`config.mk`:
```
export PLATFORM = sky130hd
export DESIGN_NAME = digit_match_sequencer
export DESIGN_NICKNAME = d
export VERILOG_FILES = /design/src/rtl/digit_match_sequencer.sv
export SDC_FILE = /design/constraint.sdc
export NUM_CORES = 1
export LEC_CHECK = 0
export ABC_AREA = 1
export CORE_ASPECT_RATIO = 1.4
export CORE_MARGIN = 2
export CORE_UTILIZATION = 55
export CTS_BUF_LIST = sky130_fd_sc_hd__clkbuf_2 sky130_fd_sc_hd__clkbuf_4 sky130_fd_sc_hd__clkbuf_8
export DETAILED_ROUTE_END_ITERATION = 8
export GPL_TIMING_DRIVEN = 0
export HOLD_SLACK_MARGIN = 0.06
export MAX_ROUTING_LAYER = met4
export PLACE_DENSITY_LB_ADDON = 0.25
export SLEW_MARGIN = 40
export SYNTH_ARGS = -nofsm -noshare
export SYNTH_HDL_FRONTEND = slang
export SYNTH_SLANG_ARGS = --single-unit
```
`constraint.sdc`:
```
create_clock -name clk -period 2.2 [get_ports clk]
set_input_delay 0.44 -clock clk [delete_from_list [all_inputs] [get_ports clk]]
set_output_delay 0.44 -clock clk [all_outputs]
set_load 0.01 [all_outputs]
```
`src/rtl/digit_match_sequencer.sv`:
```
// digit_match_sequencer: drives one shared per-pixel difference unit across
// every pixel of every digit template and reports the template with the
// lowest summed difference as the recognized digit.
module digit_match_sequencer #(
  parameter int NUM_DIGITS = 10,
  parameter int GRID       = 11,
  parameter int RD_LAT     = 1,
  parameter int SUM_W      = 15
) (
  input  logic             clk,
  input  logic             reset_n,
  input  logic             start,
  input  logic             abort,
  output logic             busy,
  output logic             done,
  output logic [3:0]       pix_row,
  output logic [3:0]       pix_col,
  output logic [3:0]       tpl_digit,
  input  logic [7:0]       pix_data,
  input  logic [7:0]       tpl_data,
  output logic [7:0]       diff_a,
  output logic [7:0]       diff_b,
  input  logic [7:0]       diff_in,
  output logic [3:0]       digit,
  output logic [SUM_W-1:0] score
);

  localparam int DW = (RD_LAT > 1) ? $clog2(RD_LAT) : 1;

  typedef enum logic [2:0] {IDLE, RUN, DRAIN, CMP, DONE} state_t;

  state_t            state;
  logic [SUM_W-1:0]  acc;
  logic [SUM_W-1:0]  best_score;
  logic [3:0]        best_digit;
  logic [DW-1:0]     drain_cnt;
  logic [RD_LAT-1:0] vld_pipe;
  logic [RD_LAT:0]   vld_shift;
  logic              issue;
  logic              acc_en;
  logic              last_pix;
  logic              take_new;

  // The difference unit sees the memories' read data directly.
  assign diff_a = pix_data;
  assign diff_b = tpl_data;

  // An address is issued on every RUN cycle; its data is usable RD_LAT later.
  assign issue     = (state == RUN);
  assign vld_shift = {vld_pipe, issue};
  assign acc_en    = vld_pipe[RD_LAT-1];
  assign last_pix  = (pix_row == 4'(GRID - 1)) && (pix_col == 4'(GRID - 1));
  // Strict compare so that equal totals keep the earlier (lower) template.
  assign take_new  = (acc < best_score);

  // Valid pipeline matching the memory read latency; flushed on abort so a
  // restart never accumulates stale samples.
  always_ff @(posedge clk or negedge reset_n) begin
    if (!reset_n) begin
      vld_pipe <= '0;
    end else if (abort) begin
      vld_pipe <= '0;
    end else begin
      vld_pipe <= vld_shift[RD_LAT-1:0];
    end
  end

  // Main controller: address walk, accumulation, per-template compare, result.
  always_ff @(posedge clk or negedge reset_n) begin
    if (!reset_n) begin
      state      <= IDLE;
      busy       <= 1'b0;
      done       <= 1'b0;
      digit      <= '0;
      score      <= '0;
      pix_row    <= '0;
      pix_col    <= '0;
      tpl_digit  <= '0;
      acc        <= '0;
      best_score <= '0;
      best_digit <= '0;
      drain_cnt  <= '0;
    end else if (abort && state != IDLE) begin
      state <= IDLE;
      busy  <= 1'b0;
      done  <= 1'b0;
    end else begin
      // Later assignments in the case below (clears) take priority.
      if (acc_en) begin
        acc <= acc + SUM_W'(diff_in);
      end
      case (state)
        IDLE: begin
          done <= 1'b0;
          if (start && !abort) begin
            state      <= RUN;
            busy       <= 1'b1;
            best_score <= '1;
            best_digit <= '0;
            tpl_digit  <= '0;
            pix_row    <= '0;
            pix_col    <= '0;
            acc        <= '0;
          end
        end
        RUN: begin
          if (last_pix) begin
            state     <= DRAIN;
            drain_cnt <= '0;
          end else if (pix_col == 4'(GRID - 1)) begin
            pix_col <= '0;
            pix_row <= pix_row + 4'd1;
          end else begin
            pix_col <= pix_col + 4'd1;
          end
        end
        DRAIN: begin
          if (drain_cnt == DW'(RD_LAT - 1)) begin
            state <= CMP;
          end else begin
            drain_cnt <= drain_cnt + 1'b1;
          end
        end
        CMP: begin
          if (take_new) begin
            best_score <= acc;
            best_digit <= tpl_digit;
          end
          acc     <= '0;
          pix_row <= '0;
          pix_col <= '0;
          if (tpl_digit == 4'(NUM_DIGITS - 1)) begin
            state <= DONE;
            done  <= 1'b1;
            digit <= take_new ? tpl_digit : best_digit;
            score <= take_new ? acc : best_score;
          end else begin
            tpl_digit <= tpl_digit + 4'd1;
            state     <= RUN;
          end
        end
        DONE: begin
          done  <= 1'b0;
          busy  <= 1'b0;
          state <= IDLE;
        end
        default: state <= IDLE;
      endcase
    end
  end

endmodule

```
==> metrics.md, run 1 <==
| Metric | Value |
|---|---|
| Syn nets | `666` |
| Critical Path Start Type | `input port` |
| Measured slew at the worst slew-check pin | `402.4 ps` |
| CP Class | `in2reg` |
| DR WL/cell | `12.28 um` |
| CTS sink count | `71` |
| Chip height | `110.6 um` |
| Pwr Total | `0.005091 W` |
| Initial antenna violation count | `0` |
| RSZ-0062 raised after global routing | `no` |
| Starting DRT DRC Count | `286` |
| N_diodes | `0` |
| Die X | `80.13 um` |
| CP Data Arrival Time | `2240 ps` |
| Crit path required time | `2450 ps` |
| Final net count | `739` |
| Layout fillers | `662` |
| TritonCTS clock tree | `built` |
| Worst Setup SP | `diff_in[0]` |
| Clock buffer depth | `2` |
| Worst slack, placed | `-172.9 ps` |
| Leakage | `2.977 nW` |
| Syn avg cell area | `7.328 um^2` |
| Mapped Area | `4463 um^2` |
| Cell variety after synth | `32` |
| Setup repair bufs after CTS | `0` |
| Sequential share of the synthesized area | `39.81%` |
| DR vias/cell | `5.118` |
| Max-cap viol count | `0` |
| Warnings, synthesis | `0` |
| Final GP Congestion | `0.8748` |
| Synthesis-stage register bit count | `71` |
| Largest area contributor in the synthesized netlist | `dfrtp_1` |
| IO Count | `77` |
| Setup TNS | `0 ps` |
| Yosys top cell area share | `39.81%` |
| Worst-Skew Late Latency | `360 ps` |
| DP HPWL | `7383 um` |
| DR DRC count | `0` |
| DRT Pass-1 Iters | `4` |
| Root Driver | `clkbuf_8` |
| Setup violators final | `0` |
| Clock transition at the registers of the reported paths | `70 ps` |
| Gr ovfl total | `0` |
| Syn Inst Count | `609` |
| Die ar. | `8861 um^2` |
| FMAX | `0.5018 GHz` |
| Hold Path Origin | `score[3]$_DFFE_PN0P_` |
| Setup Skew | `7.923 ps` |
| Final WS setup | `207.3 ps` |
| Worst hold path type | `reg2reg` |
| FF-to-FF Start | `acc[10]$_DFFE_PN0N_` |
| Crit end category | `register` |
| Core box area | `7797 um^2` |
| Relative slew slack | `72.93%` |
| Period utilisation layout | `90.58%` |
| Share of layout cells above drive strength 1 | `10.19%` |
| Largest fanout on the critical path | `3` |
| Largest cells by area after synthesis | `dfrtp_1 40%, nand2_1 18%, ha_1 7.8%, nand3_1 7.6%, inv_1 6.8%` |
| Vias in the first global route | `4029` |
| I/O Buffers | `60` |
| Minimum clock period after layout | `1993 ps` |
| Initial Util | `57.24%` |
| Post-route ant nets | `0` |
| Total GRT Usage | `25.16%` |
| Power density of the placed cells | `936.5 nW/um^2` |
| Drt total wl | `9666 um` |
| Vias after detailed routing | `4028` |
| Final Hold Violating Endpoints | `0` |
| CTS H-Tree Depth | `3` |
| First-pass GRT wire length | `17390 um` |
| Total CTS buffers | `9` |
| VDD IR max | `0.0005585 V` |
| Synth-to-layout area growth | `21.81%` |
| Max Slew Vio Count | `0` |
| Largest net degree at the start of global routing | `43` |
| Row cnt | `38` |
| Status | `completed` |
Yosys cell counts (all sizes together):
master  instances
a211oi          1
a21oi          23
buf            29
clkinv          1
dfrtp          71
fa              1
ha             28
inv            85
nand2         219
nand3          69
nand3b          1
nand4           1
nor2           42
nor3            6
nor4            1
o21ai          20
o21bai          1
o22ai           1
o31ai           1
or2             1
xor2            7
sequential cells by signal, summed over array words and instances (netlist names), 3 cells and up:
register and count:
pix_row 4, score 15, best_digit 4, best_score 15, digit 4, tpl_digit 4
acc 15, state 3, pix_col 4
repair_timing:
action                                 CTS  global route
setup endpoints to repair                0             1
hold buffers                             1             0
resized for setup                        0             1
endpoints found under the hold margin   29             0
power breakdown:
group | internal [W] | leakage (nW) | total (W) | switching [W]
Sequential | 0.00159 | 0.909 | 0.00186 | 0.000273
Clock | 0.000630 | 0.109 | 0.00113 | 0.000501
Combinational | 0.000825 | 1.96 | 0.00210 | 0.00127
path summary, 6_finish.rpt:
| kind | end | slack [ps] | cells after the start |
|---|---|---|---|
| max | acc[14]$_DFFE_PN0N_ | 210 | 13 |
| min | score[3]$_DFFE_PN0P_ | 480 | 2 |
| max reg2reg | best_digit[0]$_DFFE_PN0P_ | 250 | 11 |
| min reg2reg | score[3]$_DFFE_PN0P_ | 480 | 2 |
| max in group asynchronous | score[13]$_DFFE_PN0P_ | 1170 | 3 |
| min in group asynchronous | pix_col[3]$_DFFE_PN0P_ | 510 | 2 |
placed cells by master, fill, tap and decap left out, types with 3 or more instances in the layout:
| cell type | count |
|---|---|
| nor3_1 | 6 |
| buf_4 | 20 |
| buf_2 | 3 |
| clkbuf_8 | 9 |
| nand3_1 | 67 |
| clkdlybuf4s50_1 | 59 |
| nor2_1 | 34 |
| dfrtp_1 | 71 |
| a21oi_1 | 22 |
| o21ai_0 | 12 |
| buf_6 | 7 |
| ha_1 | 28 |
| nor2_2 | 6 |
| inv_1 | 81 |
| nand2_1 | 214 |
| xor2_1 | 7 |
| nand2_4 | 3 |
| clkinv_2 | 4 |
| o21ai_1 | 6 |
| inv_2 | 4 |
cells by family (layout without fill, tap and decap cells):
logic type | Yosys count | count (layout) | synth area share [%]
compound gates | 47 | 47 | 5.720
xor+xnor | 7 | 7 | 1.374
fa+ha+maj | 29 | 29 | 8.298
buf+inv | 115 | 193 | 12.45
flops | 71 | 71 | 39.81
simple gates | 340 | 340 | 32.35
layer usage:
layer | wire (um) | global-route usage (%)
met5 | 0 | -
met4 | 359 | 13.22
met3 | 331 | 3.513
met2 | 4915 | 42.22
met1 | 4059 | 28.56
area by class of cell:
cell class / count / area (um^2) / share of cell area [%]
plain buffers: 29 / 232.7 / 4.281
clock buffers: 9 / 123.9 / 2.278
clock inverters: 7 / 87.58 / 1.611
inverters: 86 / 322.8 / 5.938
multi-input cells: 423 / 2136 / 39.29
flip-flops and latches: 71 / 1777 / 32.68
well taps: 100 / 125.1 / 2.301
repair buffers: 62 / 631.9 / 11.62
per-stage QoR:
| step | instance area [um^2] | hold WS, ps | instances | util, % |
|---|---|---|---|---|
| 2_1_floorplan | 4463 | 144.4 | 609 | - |
| 5_1_grt | 5436 | 516.0 | 787 | 69.72 |
| 3_5_place_dp | 5210 | 334.4 | 770 | 66.82 |
| 3_3_place_gp | 5189 | 460.3 | 769 | 66.54 |
| 6_report | 5436 | 476.6 | 787 | 69.72 |
| 4_1_cts | 5431 | 484.1 | 787 | 69.66 |
worst max-delay path, cell delays in order:
cell and delay, ps:
clkdlybuf4s50_1 400, ha_1 240, fa_1 390, nand2_1 100, nand2_1 90, nand3_1 110
nand2_1 80, nand2_1 70, nand2_1 80, nand3_2 100, nand2_1 50, nand2_1 50
nor2_1 30
No activity file was read; power rests on OpenSTA's default activity.
==> run 2, diff against run 1 <==
Settings changed: ABC_AREA 1 to 0, CORE_UTILIZATION 55 to 54, TNS_END_PERCENT set to 5.
==> run 2 against run 1 <==
  * The flow now finishes with violations (negative setup slack)
  * Clock power is 8% higher
  * Power is 33% lower
  * Register-to-register slack worse by 380 ps
  * Worst setup slack worse by 340 ps
  * Combinational power is 66% lower
  * Count of clock-buffer cells in the layout is 4 higher
  * Synthesized area is 11% lower
==> metrics.md, run 2 <==
| Metric | Value |
|---|---|
| Chip height | `105.7 um` |
| Root Driver | `clkbuf_8` |
| Synthesis-stage register bit count | `71` |
| Largest net degree at the start of global routing | `49` |
| Mapped Area | `3986 um^2` |
| Status | `finished, violations left` |
| Leakage | `2.362 nW` |
| Core box area | `7268 um^2` |
| Worst flop-to-flop path endpoint | `best_score[8]$_DFFE_PN0P_` |
| Row cnt | `37` |
| Final Hold Violating Endpoints | `0` |
| Most frequent cells in the layout | `67 x dfrtp_1, 58 x clkdlybuf4s50_1, 51 x nand2_1, 31 x o21ai_1, 31 x buf_4` |
| Setup violators final | `20` |
| Final WS setup | `-134.5 ps` |
| Total GRT Usage | `25.36%` |
| CP Class | `reg2reg` |
| Setup Skew | `9.881 ps` |
| Crit end category | `register` |
| Final net count | `561` |
| Clock transition at the registers of the reported paths | `80 ps` |
| Critical Path Start Type | `register` |
| EDFF count, synth | `0` |
| Failing checks | `negative setup slack` |
| IO Count | `77` |
| Max stage delay on crit path | `410 ps` |
| I/O Buffers | `59` |
| DR DRC count | `0` |
| Die ar. | `8095 um^2` |
| Pwr Total | `0.003403 W` |
| Yosys top cell area share | `44.57%` |
| Die X | `76.62 um` |
| Warnings, synthesis | `0` |
| N_diodes | `0` |
| Gr ovfl total | `0` |
| FF-to-FF Start | `best_score[13]$_DFFE_PN0P_` |
| Minimum clock period after layout | `2335 ps` |
| Most common cell after layout, fill and taps aside | `dfrtp_1` |
| Largest area contributor in the synthesized netlist | `dfrtp_1` |
| Power density of the placed cells | `641.8 nW/um^2` |
| Vias after detailed routing | `3423` |
| Final GP Congestion | `0.9479` |
| Syn nets | `471` |
| TritonCTS clock tree | `built` |
| CTS H-Tree Depth | `3` |
| Total CTS buffers | `9` |
| Period utilisation layout | `106.1%` |
| VDD IR max | `0.0004583 V` |
| Share of layout cells above drive strength 1 | `19.06%` |
| Vias in the first global route | `3394` |
| Max Slew Vio Count | `0` |
| CP max-delay cell | `dfrtp_1` |
| Initial antenna violation count | `0` |
| Max-cap viol count | `0` |
| Measured slew at the worst slew-check pin | `568.0 ps` |
| Syn Inst Count | `414` |
| Synth Flop Type | `dfrtp_1` |
| Syn avg cell area | `9.629 um^2` |
| Starting DRT DRC Count | `164` |
| Largest fanout on the critical path | `5` |
| Ys async rst share | `100.0%` |
| Most frequent cell after synthesis | `dfrtp_1` |
| Initial Util | `54.85%` |
| Regs by FF count | `acc x15, best_score x15, score x15` |
| CP dominant cell by count | `buf_6` |
| Sequential share of the synthesized area | `44.57%` |
| Worst hold path type | `in2reg` |
| Clock buffer depth | `2` |
| Relative slew slack | `61.88%` |
| R2R depth | `10` |
| DRT Pass-1 Iters | `4` |
| Top post-synthesis cells by count | `71 x dfrtp_1, 51 x nand2_1, 32 x o21ai_1, 28 x ha_1, 27 x inv_1` |
| Worst Hold Endpoint | `acc_en$_DFF_PN0_` |
| Synth-to-layout area growth | `33.02%` |
| Hold Path Origin | `abort` |
| DR vias/cell | `5.649` |
| Worst-Skew Late Latency | `350 ps` |
| Drt total wl | `9604 um` |
| Final core occ | `72.96%` |
| Post-route ant nets | `0` |
| FMAX | `0.4284 GHz` |
| Largest cells by area after synthesis | `dfrtp_1 45%, ha_1 8.8%, nand2_1 4.8%, o21ai_1 4.0%, mux2i_1 3.8%` |
| First-pass GRT wire length | `15770 um` |
| DR WL/cell | `15.85 um` |
| Flop2flop setup slack | `-130 ps` |
| Cell breakdown of the critical path | `inv_2, ha_4, a21o_1, a22o_1, o41ai_2, o21ai_2, or2_1, buf_6, buf_6, o22a_1` |
| Cell variety after synth | `49` |
| WHS Path Cells | `2` |
| CP Data Arrival Time | `2570 ps` |
| Crit path required time | `2430 ps` |
| CTS sink count | `71` |
| Worst slack, placed | `-493.6 ps` |
| RSZ-0062 raised after global routing | `yes` |
| DP HPWL | `6426 um` |
[run 2: worst max path at each step]
stage                                     startpoint                          to  slack, ps  cells after the start
after floorplan                   acc[8]$_DFFE_PN0N_  best_score[10]$_DFFE_PN0P_        -80                      9
after global placement                       reset_n        score[1]$_DFFE_PN0P_      -1680                      1
after detailed placement                  diff_in[1]         acc[11]$_DFFE_PN0N_       -490                      8
after CTS                  best_score[9]$_DFFE_PN0P_   best_score[0]$_DFFE_PN0P_       -280                     10
after global routing       best_score[8]$_DFFE_PN0P_   best_score[8]$_DFFE_PN0P_       -220                     10
final                     best_score[13]$_DFFE_PN0P_   best_score[8]$_DFFE_PN0P_       -130                     10
[run 2: layer usage]
metal | vias to the layer above | track usage [%] | share of wire [%]
met3 | 24 | 5.822 | 5.2
met1 | 1685 | 27.50 | 39
met2 | 95 | 43.05 | 53
met5 | - | - | 0
li1 | 1619 | - | -
met4 | 0 | 13.77 | 3.4
[run 2: area by class of cell]
| class | instances | area [um^2] |
|---|---|---|
| Buffer | 30 | 224.0 |
| Clock buffer | 13 | 166.4 |
| Clock inverter | 3 | 65.06 |
| Fill cell | 536 | 1966 |
| Inverter | 29 | 110.1 |
| Multi-Input combinational cell | 284 | 2033 |
| Sequential cell | 71 | 1782 |
| Tap cell | 97 | 121.4 |
| Timing Repair Buffer | 79 | 800.8 |
[run 2: logic make-up (layout without fill, tap and decap cells)]
logic type / count (synthesis) / in the layout / share of synthesized area (%)
fa+ha+maj: 29 / 29 / 9.291
simple gates: 118 / 118 / 13.94
xor+xnor: 12 / 12 / 2.637
buf+inv: 59 / 154 / 7.721
compound gates: 107 / 107 / 17.23
mux: 18 / 18 / 4.614
flops: 71 / 71 / 44.57
[run 2: metrics by stage]
stage | instance area (um^2) | hold WS [ps] | setup TNS, ps | std cells
final | 5303 | 474.7 | -1686 | 606
after detailed placement | 4727 | 312.3 | -12320 | 571
after CTS | 5254 | 466.2 | -6502 | 605
after floorplan | 3986 | 144.4 | -454.6 | 414
after global routing | 5303 | 490.2 | -5095 | 606
after global placement | 4698 | 452.3 | -128020 | 570
[run 2: timing repair]
action                     in CTS  in global routing
setup buffers                  16                  1
hold buffers                    1                  0
hold endpoints to repair       23                  0
pin swaps                       7                  7
gates cloned                    1                  0
gates resized for setup        28                  9
setup endpoints to repair      47                 46
[run 2: critical path: cells and delay by family, from the launching register on]
kind / cells / cell delay [ps]
AO/OA/AOI/OAI: 5 / 1000
buffers and inverters: 3 / 360
adder cells (fa/ha/maj): 1 / 210
AND/OR/NAND/NOR: 1 / 240
flip-flops: 1 / 410
[run 2: power by group]
part / total (W) / internal, W / switching, W / leakage, nW
registers: 0.00146 / 0.00137 / 0.0000937 / 0.893
logic: 0.000719 / 0.000338 / 0.000381 / 1.35
clock network: 0.00122 / 0.000725 / 0.000497 / 0.120
total: 0.00340 / 0.00243 / 0.000972 / 2.36
==> run 3, diff against run 2 <==
Settings changed: CAP_MARGIN set to 10.
==> results of run 3 <==
Same layout as run 2: the final DEF is identical, and so are final timing and power.
